===== src/rtl/led_pkg.sv =====
`default_nettype none
// ============================================================================
// Module      : led_pkg
// Description : Shared constants and types for the LED pattern front end.
//               Holds the debounce FSM state encoding and the clock/timing
//               constants used to derive the default debounce window.
// Contents    : db_state_t              - per-bit debounce FSM state
//               CLK_HZ                  - system clock frequency
//               DEBOUNCE_MS             - debounce window in milliseconds
//               DEBOUNCE_CYCLES_DEFAULT - debounce window in clock cycles
//               CNT_SIZE_DEFAULT        - stability counter width
// Revision    : 1.0 - initial release
// ============================================================================
package led_pkg;

    // Single-bit encoding: IDLE means the synchronised input agrees with the
    // debounced output; PEND means a candidate level change is being timed.
    typedef enum logic {
        DB_IDLE = 1'b0,
        DB_PEND = 1'b1
    } db_state_t;

    localparam int CLK_HZ      = 100_000_000;
    localparam int DEBOUNCE_MS = 10;

    // 10 ms at 100 MHz = 1_000_000 cycles. Dividing first keeps the
    // intermediate product inside 32-bit signed range.
    localparam int DEBOUNCE_CYCLES_DEFAULT = (CLK_HZ / 1000) * DEBOUNCE_MS;

    // 20 bits covers the default window (2^20 - 1 = 1_048_575).
    localparam int CNT_SIZE_DEFAULT = 20;

endpackage : led_pkg
`default_nettype wire


===== src/rtl/sw_debounce_bit.sv =====
`default_nettype none
// ============================================================================
// Module      : sw_debounce_bit
// Description : Synchroniser, stability counter and two-state FSM for one
//               switch bit. A new level is accepted only after it has been
//               observed on the synchronised input for DEBOUNCE_CYCLES
//               consecutive cycles; any return to the current output level
//               restarts the window.
// Ports       : clk   - system clock
//               rst_n - asynchronous active-low reset
//               din   - raw asynchronous switch level
//               dout  - debounced level (registered)
//               rise  - one-cycle pulse when dout goes 0->1 (registered)
//               fall  - one-cycle pulse when dout goes 1->0 (registered)
// Revision    : 1.0 - initial release
// ============================================================================
module sw_debounce_bit
    import led_pkg::*;
#(
    parameter int DEBOUNCE_CYCLES = DEBOUNCE_CYCLES_DEFAULT,
    parameter int CNT_SIZE        = CNT_SIZE_DEFAULT
) (
    input  logic clk,
    input  logic rst_n,
    input  logic din,
    output logic dout,
    output logic rise,
    output logic fall
);

    // The observation that fills the window is the one seen while the
    // counter holds DEBOUNCE_CYCLES-1, so acceptance happens on the
    // DEBOUNCE_CYCLES-th consecutive mismatch and the counter never has to
    // hold more than DEBOUNCE_CYCLES-1.
    localparam logic [CNT_SIZE-1:0] C_CNT_LAST = CNT_SIZE'(DEBOUNCE_CYCLES - 1);

    // With a one-cycle window the first mismatch seen in IDLE is accepted
    // immediately and PEND is never entered.
    localparam bit C_ACCEPT_FIRST = (DEBOUNCE_CYCLES == 1);

    // ------------------------------------------------------------------
    // State
    // ------------------------------------------------------------------
    logic                sync1_q;
    logic                sync2_q;
    db_state_t           state_q;
    db_state_t           state_d;
    logic [CNT_SIZE-1:0] cnt_q;
    logic [CNT_SIZE-1:0] cnt_d;
    logic                dout_q;
    logic                dout_d;
    logic                rise_q;
    logic                rise_d;
    logic                fall_q;
    logic                fall_d;

    // Only sync2_q feeds the FSM; sync1_q may be metastable.
    logic mismatch;
    assign mismatch = (sync2_q != dout_q);

    // ------------------------------------------------------------------
    // Next-state logic
    // ------------------------------------------------------------------
    always_comb begin
        state_d = state_q;
        cnt_d   = cnt_q;
        dout_d  = dout_q;
        rise_d  = 1'b0;
        fall_d  = 1'b0;

        case (state_q)
            DB_IDLE: begin
                cnt_d = '0;
                if (mismatch) begin
                    if (C_ACCEPT_FIRST) begin
                        dout_d = sync2_q;
                        rise_d = sync2_q;
                        fall_d = ~sync2_q;
                    end else begin
                        state_d = DB_PEND;
                        cnt_d   = CNT_SIZE'(1);
                    end
                end
            end

            DB_PEND: begin
                if (!mismatch) begin
                    // Bounced back to the current level: abandon the window.
                    state_d = DB_IDLE;
                    cnt_d   = '0;
                end else if (cnt_q == C_CNT_LAST) begin
                    dout_d  = sync2_q;
                    rise_d  = sync2_q;
                    fall_d  = ~sync2_q;
                    state_d = DB_IDLE;
                    cnt_d   = '0;
                end else begin
                    cnt_d = cnt_q + CNT_SIZE'(1);
                end
            end

            default: begin
                state_d = DB_IDLE;
                cnt_d   = '0;
            end
        endcase
    end

    // ------------------------------------------------------------------
    // Registers
    // ------------------------------------------------------------------
    always_ff @(posedge clk or negedge rst_n) begin
        if (!rst_n) begin
            sync1_q <= 1'b0;
            sync2_q <= 1'b0;
            state_q <= DB_IDLE;
            cnt_q   <= '0;
            dout_q  <= 1'b0;
            rise_q  <= 1'b0;
            fall_q  <= 1'b0;
        end else begin
            sync1_q <= din;
            sync2_q <= sync1_q;
            state_q <= state_d;
            cnt_q   <= cnt_d;
            dout_q  <= dout_d;
            rise_q  <= rise_d;
            fall_q  <= fall_d;
        end
    end

    assign dout = dout_q;
    assign rise = rise_q;
    assign fall = fall_q;

endmodule : sw_debounce_bit
`default_nettype wire


===== src/rtl/sw_debounce.sv =====
`default_nettype none
// ============================================================================
// Module      : sw_debounce
// Description : Synchronises and debounces the board slide switches before
//               they reach the LED pattern logic. Each bit is handled by an
//               independent sw_debounce_bit instance; the per-bit edge pulses
//               are OR-reduced into a single change indication.
// Ports       : clk        - 100 MHz system clock
//               rst_n      - asynchronous active-low reset
//               sw_in      - raw asynchronous switch levels from pads
//               sw_out     - debounced switch levels (registered)
//               sw_rise    - per-bit one-cycle 0->1 pulses (registered)
//               sw_fall    - per-bit one-cycle 1->0 pulses (registered)
//               sw_changed - high whenever any rise/fall pulse is high
// Revision    : 1.0 - initial release
// ============================================================================
module sw_debounce
    import led_pkg::*;
#(
    parameter int SW_SIZE         = 8,
    parameter int DEBOUNCE_CYCLES = DEBOUNCE_CYCLES_DEFAULT,
    parameter int CNT_SIZE        = CNT_SIZE_DEFAULT
) (
    input  logic               clk,
    input  logic               rst_n,
    input  logic [SW_SIZE-1:0] sw_in,
    output logic [SW_SIZE-1:0] sw_out,
    output logic [SW_SIZE-1:0] sw_rise,
    output logic [SW_SIZE-1:0] sw_fall,
    output logic               sw_changed
);

    genvar gi;
    generate
        for (gi = 0; gi < SW_SIZE; gi++) begin : g_bit
            sw_debounce_bit #(
                .DEBOUNCE_CYCLES (DEBOUNCE_CYCLES),
                .CNT_SIZE        (CNT_SIZE)
            ) u_bit (
                .clk   (clk),
                .rst_n (rst_n),
                .din   (sw_in[gi]),
                .dout  (sw_out[gi]),
                .rise  (sw_rise[gi]),
                .fall  (sw_fall[gi])
            );
        end
    endgenerate

    // Pulses are registered and one cycle wide, so this is glitch-free at
    // the flop outputs and also exactly one cycle wide per change event.
    assign sw_changed = |(sw_rise | sw_fall);

endmodule : sw_debounce
`default_nettype wire


===== config.mk =====
export PLATFORM = sky130hd
export DESIGN_NAME = sw_debounce
export DESIGN_NICKNAME = d
export VERILOG_FILES = /design/src/rtl/led_pkg.sv /design/src/rtl/sw_debounce_bit.sv /design/src/rtl/sw_debounce.sv
export SDC_FILE = /design/constraint.sdc
export NUM_CORES = 1
export LEC_CHECK = 0
export BUFFER_PORTS_ARGS = -buffer_cell sky130_fd_sc_hd__buf_2
export CAP_MARGIN = 20
export CORE_ASPECT_RATIO = 1.2
export CORE_MARGIN = 3
export CORE_UTILIZATION = 57
export DETAILED_ROUTE_END_ITERATION = 8
export GPL_TIMING_DRIVEN = 0
export PLACE_DENSITY = 0.79
export RECOVER_POWER = 25
export SLEW_MARGIN = 30
export SYNTH_ARGS = -nofsm -noshare
export SYNTH_HDL_FRONTEND = slang
export SYNTH_SLANG_ARGS = --single-unit

===== constraint.sdc =====
create_clock -name clk -period 5.59 [get_ports clk]
set_input_delay 1.118 -clock clk [delete_from_list [all_inputs] [get_ports clk]]
set_output_delay 1.118 -clock clk [all_outputs]
set_load 0.05 [all_outputs]

==> results.yml, run 1 <==
yosys:
  synth_seq_cells: 208
  netlist_top_cells_area: "dfrtp_1, xnor2_1, nor2_1"
  mappedNetlistArea_um2: 9880
  yosysWarnings: 0
  synthTopCellsByCount: "dfrtp_1, nor2_1, xnor2_1, nand2_1, a21oi_1"
  synth_nets: 988
  synth_most_common_cell: "dfrtp_1"
  synthCells: 970
  synth_top_area_cell: "dfrtp_1"
  synthFlopType: "dfrtp_1"
  synth.avg_cell_area_um2: 10.2
  synth_edf_count: 0
  yosysSeqAreaShare_pct: 52.7
  async_flop_share_pct: 100
  synth_cell_types: 46
  yosys.area.top_type_share_pct: 52.7
placed_design:
  gp_congestion: 0.841
  port_buffers: 34
  dp_hpwl_um: 12600
power_and_ir_drop:
  p_clk_share_pct: 48.9
  power_density_nw_per_um2: 291
  netSwitchingFraction_pct: 21.1
  p_int_mw: 2.56
  ir_drop_mv: 0.244
  total_power_mw: 3.25
  pwr-share-comb_pct: 3.4
  seqPwrFrac_pct: 47.7
  p_leak_nw: 4.55
  p_switching_mw: 0.684
floorplan:
  core_um2: 16900
  die_width_um: 126
  dieArea_um2: 19000
  die_h_um: 150
  fp-row-count: 52
  io_pins: 35
  start_util_pct: 58.4
setup_path:
  path_max_fanout: 2
  worst-path-buf-inv: 1
  slowest_stage: "nor4_1"
  crit_family: "simple AND/OR/NAND/NOR gates"
  arrival_ns: 2.11
  required_ns: 4.47
  critPathLaunchType: "register"
  critPathKind: "reg2out"
  slowest_delay_ns: 0.76
  end_kind: "output pin"
  path_cells: "nor4_1 > nand4_1 > buf_2"
detailed_routing:
  drc_errors: 0
  drtAntennaViolNets: 0
  drt_pass1_iterations: 5
  via_per_inst: 5.78
  drt_iter0_markers: 381
  wire_per_inst_um: 15.1
  num_vias: 7292
  drt-total-wl_um: 19000
timing:
  finClkSkew_ns: 0.0110
  setup_violations: 0
  fin_crit_ns: 3.23
  max_freq_mhz: 309
  rsz0062_at_grt: "false"
  worst_slew_pin_slew_ns: 1.91
  tns_ns: 0
  finalHoldViolations: 0
  drv_slew: 31
  period_share_pct: 57.8
  max-slew-margin-rel_pct: -27.1
cells_and_area:
  layout.nets: 1048
  fin_util_pct: 66.1
  fillers: 1311
  drive_gt1_share_pct: 12.5
  antennaDiodeCount: 0
  area_growth_pct: 13.1
cts:
  cts-root-buf: "clkbuf_16"
  ctsHoldBuffers: 0
  cts_sinks: 208
  cts_tree: "done"
  post_cts_buffers: 0
  insertion_delay_ns: 0.50
  clock_path_buffers: 3
  cts_max_level: 1
  post_cts_resized: 0
  cts_buffers: 22
  path_clk_slew_ns: 0.06
global_routing:
  antenna_found_initial: 0
  grt_util_all_layers_pct: 21.0
  grt_pass1_vias: 7288
  grt_pass1_wl_um: 33700
  grt_max_degree: 90
  grt-ovfl-total: 0
min_path:
  hp-class: "reg2reg"
run_status:
  violations: "max-capacitance violations, max-slew violations"
  outcome: "complete, but fails checks"
job:
  cap_viol_max_count: 1
==> worst reg2reg max path, stage by stage, from the launching register on <==
cell	delay [ns]
dfrtp_1	0.40
ha_1	0.22
and4_1	0.18
clkbuf_1	0.23
nand2_1	0.18
o21ai_1	0.65
buf_2	0.35
nor2_1	0.08
==> layout by cell type (no fill, tap or decap), types with 31 or more instances in the layout <==
| cell type | Yosys | final |
|---|---|---|
| a21oi_1 | 46 | 46 |
| inv_1 | 33 | 33 |
| nor2_1 | 130 | 130 |
| nand3_1 | 44 | 44 |
| dfrtp_1 | 208 | 208 |
| xor2_1 | 43 | 43 |
| xnor2_1 | 67 | 67 |
| buf_2 | 7 | 39 |
| nand2_1 | 54 | 54 |
| nand4_1 | 41 | 41 |
| or4_1 | 31 | 31 |
==> metrics by stage <==
step	hold slack, ns	cells	cell area [µm²]	setup slack, ns
floorplan	0.331	970	9880	3.34
global placement	0.331	1220	10300	0.00351
detailed placement	0.335	1222	10400	3.04
CTS	0.351	1262	11200	2.36
global route	0.363	1262	11200	2.27
finish	0.349	1262	11200	2.36
==> sequential cells by signal, summed over array words and instances (netlist names) <==
name / flops
g_bit.u_bit.cnt_q: 160
g_bit.u_bit.dout: 8
g_bit.u_bit.fall: 8
g_bit.u_bit.rise: 8
g_bit.u_bit.state_q: 8
g_bit.u_bit.sync1_q: 8
g_bit.u_bit.sync2_q: 8
==> layer usage <==
layer	wire length, µm	GRT usage, %	up-vias	part of all wire [%]
met4	490	7.67	0	2.6
met3	802	2.91	36	4.2
met5	0	0	-	0
met2	9260	35.7	150	49
li1	-	-	3551	-
met1	8460	27.8	3555	45
==> power by group through the flow <==
stage | sequential [mW] | clock (mW) | combinational (mW)
floorplan | 1.57 | 0 | 0.0598
global placement | 1.58 | 0 | 0.106
detailed placement | 1.58 | 0 | 0.114
CTS | 1.55 | 1.63 | 0.114
global route | 1.55 | 1.68 | 0.128
finish | 1.55 | 1.59 | 0.110
==> path summary, 6_finish.rpt <==
kind,start,endpoint,slack [ns],cells after the start
max,g_bit[1].u_bit.rise,sw_changed,2.36,3
max reg2reg,g_bit[0].u_bit.cnt_q[0],g_bit[0].u_bit.cnt_q[10],3.18,7
min reg2reg,g_bit[7].u_bit.sync1_q,g_bit[7].u_bit.sync2_q,0.35,0
min,g_bit[7].u_bit.sync1_q,g_bit[7].u_bit.sync2_q,0.35,0
min in group asynchronous,rst_n,g_bit[5].u_bit.cnt_q[17],1.14,1
max in group asynchronous,rst_n,g_bit[7].u_bit.cnt_q[8],3.23,2
==> logic make-up after synthesis <==
logic type | count (synthesis) | share of synthesized area [%]
AO/OA/AOI/OAI | 109 | 6.75
XOR/XNOR | 110 | 9.75
adder cells (fa/ha/maj) | 8 | 1.01
buffers and inverters | 83 | 4.38
flip-flops | 208 | 52.7
multiplexers | 7 | 0.798
AND/OR/NAND/NOR | 445 | 24.6
==> final cells by class <==
class	instances	area, µm²	area share (%)
sequential	208	5200	46.6
multi-input combinational	679	4240	38.0
clock buffer	31	656	5.86
buffer	50	309	2.76
tap	216	270	2.42
timing repair buffer	36	223	1.99
clock inverter	9	150	1.34
inverter	33	124	1.11
(Power assumes the default switching activity.)
==> run 2: changes to the inputs <==
==> constraint.sdc (replaced) <==
create_clock -name clk -period 3.2 [get_ports clk]
set_input_delay 0.64 -clock clk [delete_from_list [all_inputs] [get_ports clk]]
set_output_delay 0.64 -clock clk [all_outputs]
set_load 0.05 [all_outputs]
==> run 2 against run 1 <==
  * The flow still finishes with violations (max-capacitance violations, max-slew violations)
  * Critical path depth unchanged
  * Final cell count about the same
  * Die area unchanged
  * First-iteration DRC count decreased by 3.4%
  * Combinational power increased by 75%
  * Sequential cell count unchanged
  * Sequential share of layout area about the same
==> results.yml, run 2 (synthesis gave the netlist of run 1 again) <==
run_status:
  outcome: "complete, but fails checks"
  violations: "max-capacitance violations, max-slew violations"
global_routing:
  grt_max_degree: 90
  grt_util_all_layers_pct: 21.0
  grt_pass1_vias: 7295
  grt_pass1_wl_um: 33800
  grt-ovfl-total: 0
  antenna_found_initial: 0
placed_design:
  post-place-ws_ns: 0.836
  dp_cells: 1222
  dp_hpwl_um: 12600
  gp_congestion: 0.841
  placed_cell_area_um2: 10400
  port_buffers: 34
cells_and_area:
  design_area_um2: 11200
  drive_gt1_share_pct: 12.5
  fillers: 1311
  regArea_um2: 5200
  final_common_cell: "dfrtp_1"
  antennaDiodeCount: 0
  top_register: "g_bit.u_bit.cnt_q"
  multi_input_area_um2: 4240
  largest_reg_flops: 160
  fin_util_pct: 66.2
  stdcell_count: 1263
  area_growth_pct: 13.2
  layout_common_cells: "dfrtp_1, nor2_1, xnor2_1"
  layout.nets: 1049
detailed_routing:
  met2_length_um: 9300
  drc_errors: 0
  wl_met3_um: 794
  via_per_inst: 5.75
  drtAntennaViolNets: 0
  drt-total-wl_um: 19000
  drt_pass1_iterations: 5
  wl_met1_um: 8440
  routed.top_layer: "met4"
  num_vias: 7260
  wire_per_inst_um: 15.1
  drt_iter0_markers: 368
setup_path:
  critPathKind: "reg2out"
  path_cells: "nor4_1 > nand4_1 > buf_2"
  end_kind: "output pin"
  rr_endpoint: "g_bit[0].u_bit.cnt_q[10]"
  reg2reg_from: "g_bit[0].u_bit.cnt_q[0]"
  arrival_ns: 2.15
  slowest_delay_ns: 0.79
  path_max_fanout: 2
  critPathLaunchType: "register"
  rr_worst_depth: 7
  slowest_stage: "nor4_1"
  required_ns: 2.56
  ff2ff_setup_slack_ns: 0.79
cts:
  post_cts_buffers: 0
  cts_buffers: 22
  cts_sinks: 208
  cts_tree: "done"
  path_clk_slew_ns: 0.07
  clock_path_buffers: 3
  ctsHoldBuffers: 1
  post_cts_resized: 0
  cts-root-buf: "clkbuf_16"
  insertion_delay_ns: 0.50
  cts_max_level: 1
min_path:
  hold_end: "g_bit[6].u_bit.sync1_q"
  hold_start: "sw_in[6]"
  min_path_cells: 1
  hp-class: "in2reg"
floorplan:
  start_util_pct: 58.4
  die_width_um: 126
  fp-row-count: 52
  io_pins: 35
  dieArea_um2: 19000
  die_h_um: 150
  core_um2: 16900
timing:
  setup_violations: 0
  fin_ws_ns: 0.413
  max-slew-margin-rel_pct: -28.1
  drv_slew: 31
  period_share_pct: 87.1
  finClkSkew_ns: 0.0106
  rsz0062_at_grt: "false"
  worst_slew_pin_slew_ns: 1.92
  fin_crit_ns: 2.79
  max_freq_mhz: 359
  finalHoldViolations: 0
  whs_ns: 0.245
job:
  cap_viol_max_count: 1
power_and_ir_drop:
  power_density_nw_per_um2: 507
  p_leak_nw: 4.56
  ir_drop_mv: 0.427
[run 2: cell types whose count changed in the layout (fill, tap and decap cells not counted), sizes merged]
cell,previous run,this run
dlygate4sd3,0,1
[run 2: how the worst max path moves through the flow]
stage	depth (start not counted)	slack, ns	from	to
5_1_grt	3	0.36	g_bit[1].u_bit.rise	sw_changed
6_report	3	0.41	g_bit[1].u_bit.rise	sw_changed
2_1_floorplan	4	1.15	g_bit[6].u_bit.cnt_q[13]	g_bit[6].u_bit.dout
3_5_place_dp	7	0.84	g_bit[0].u_bit.cnt_q[0]	g_bit[0].u_bit.cnt_q[9]
3_3_place_gp	1	-1.91	rst_n	g_bit[2].u_bit.cnt_q[12]
4_1_cts	3	0.45	g_bit[1].u_bit.rise	sw_changed
[run 2: power by group]
group          internal [mW]  switching, mW  total (mW)
Sequential              2.67         0.0370        2.71
Combinational         0.0586          0.134       0.193
Clock                   1.75           1.03        2.78
Total                   4.48           1.20        5.68
[run 2: layout make-up]
class                           instances  area share (%)
Clock inverter                          9            1.34
Timing Repair Buffer                   37            2.08
Multi-Input combinational cell        679            37.9
Buffer                                 50            2.76
Sequential cell                       208            46.5
Inverter                               33            1.11
Tap cell                              216            2.42
Clock buffer                           31            5.86
[run 2: per-layer routing]
layer  up-vias  track usage, %
met4         0            7.67
met2       138            35.8
li1       3552               -
met5         -               0
met3        35            2.91
met1      3535            27.8
[run 2: metrics by stage]
stage / power, mW / setup TNS, ns
after CTS: 5.75 / 0
after floorplan: 2.85 / 0
after global routing: 5.87 / 0
after global placement: 2.94 / -394.66
final: 5.68 / 0
after detailed placement: 2.95 / 0
[run 2: worst max-delay path, delay by kind of cell (launching register included)]
family	cells	cell delay, ns
and+or+nand+nor	2	0.98
DFF	1	0.40
buffers and inverters	1	0.26
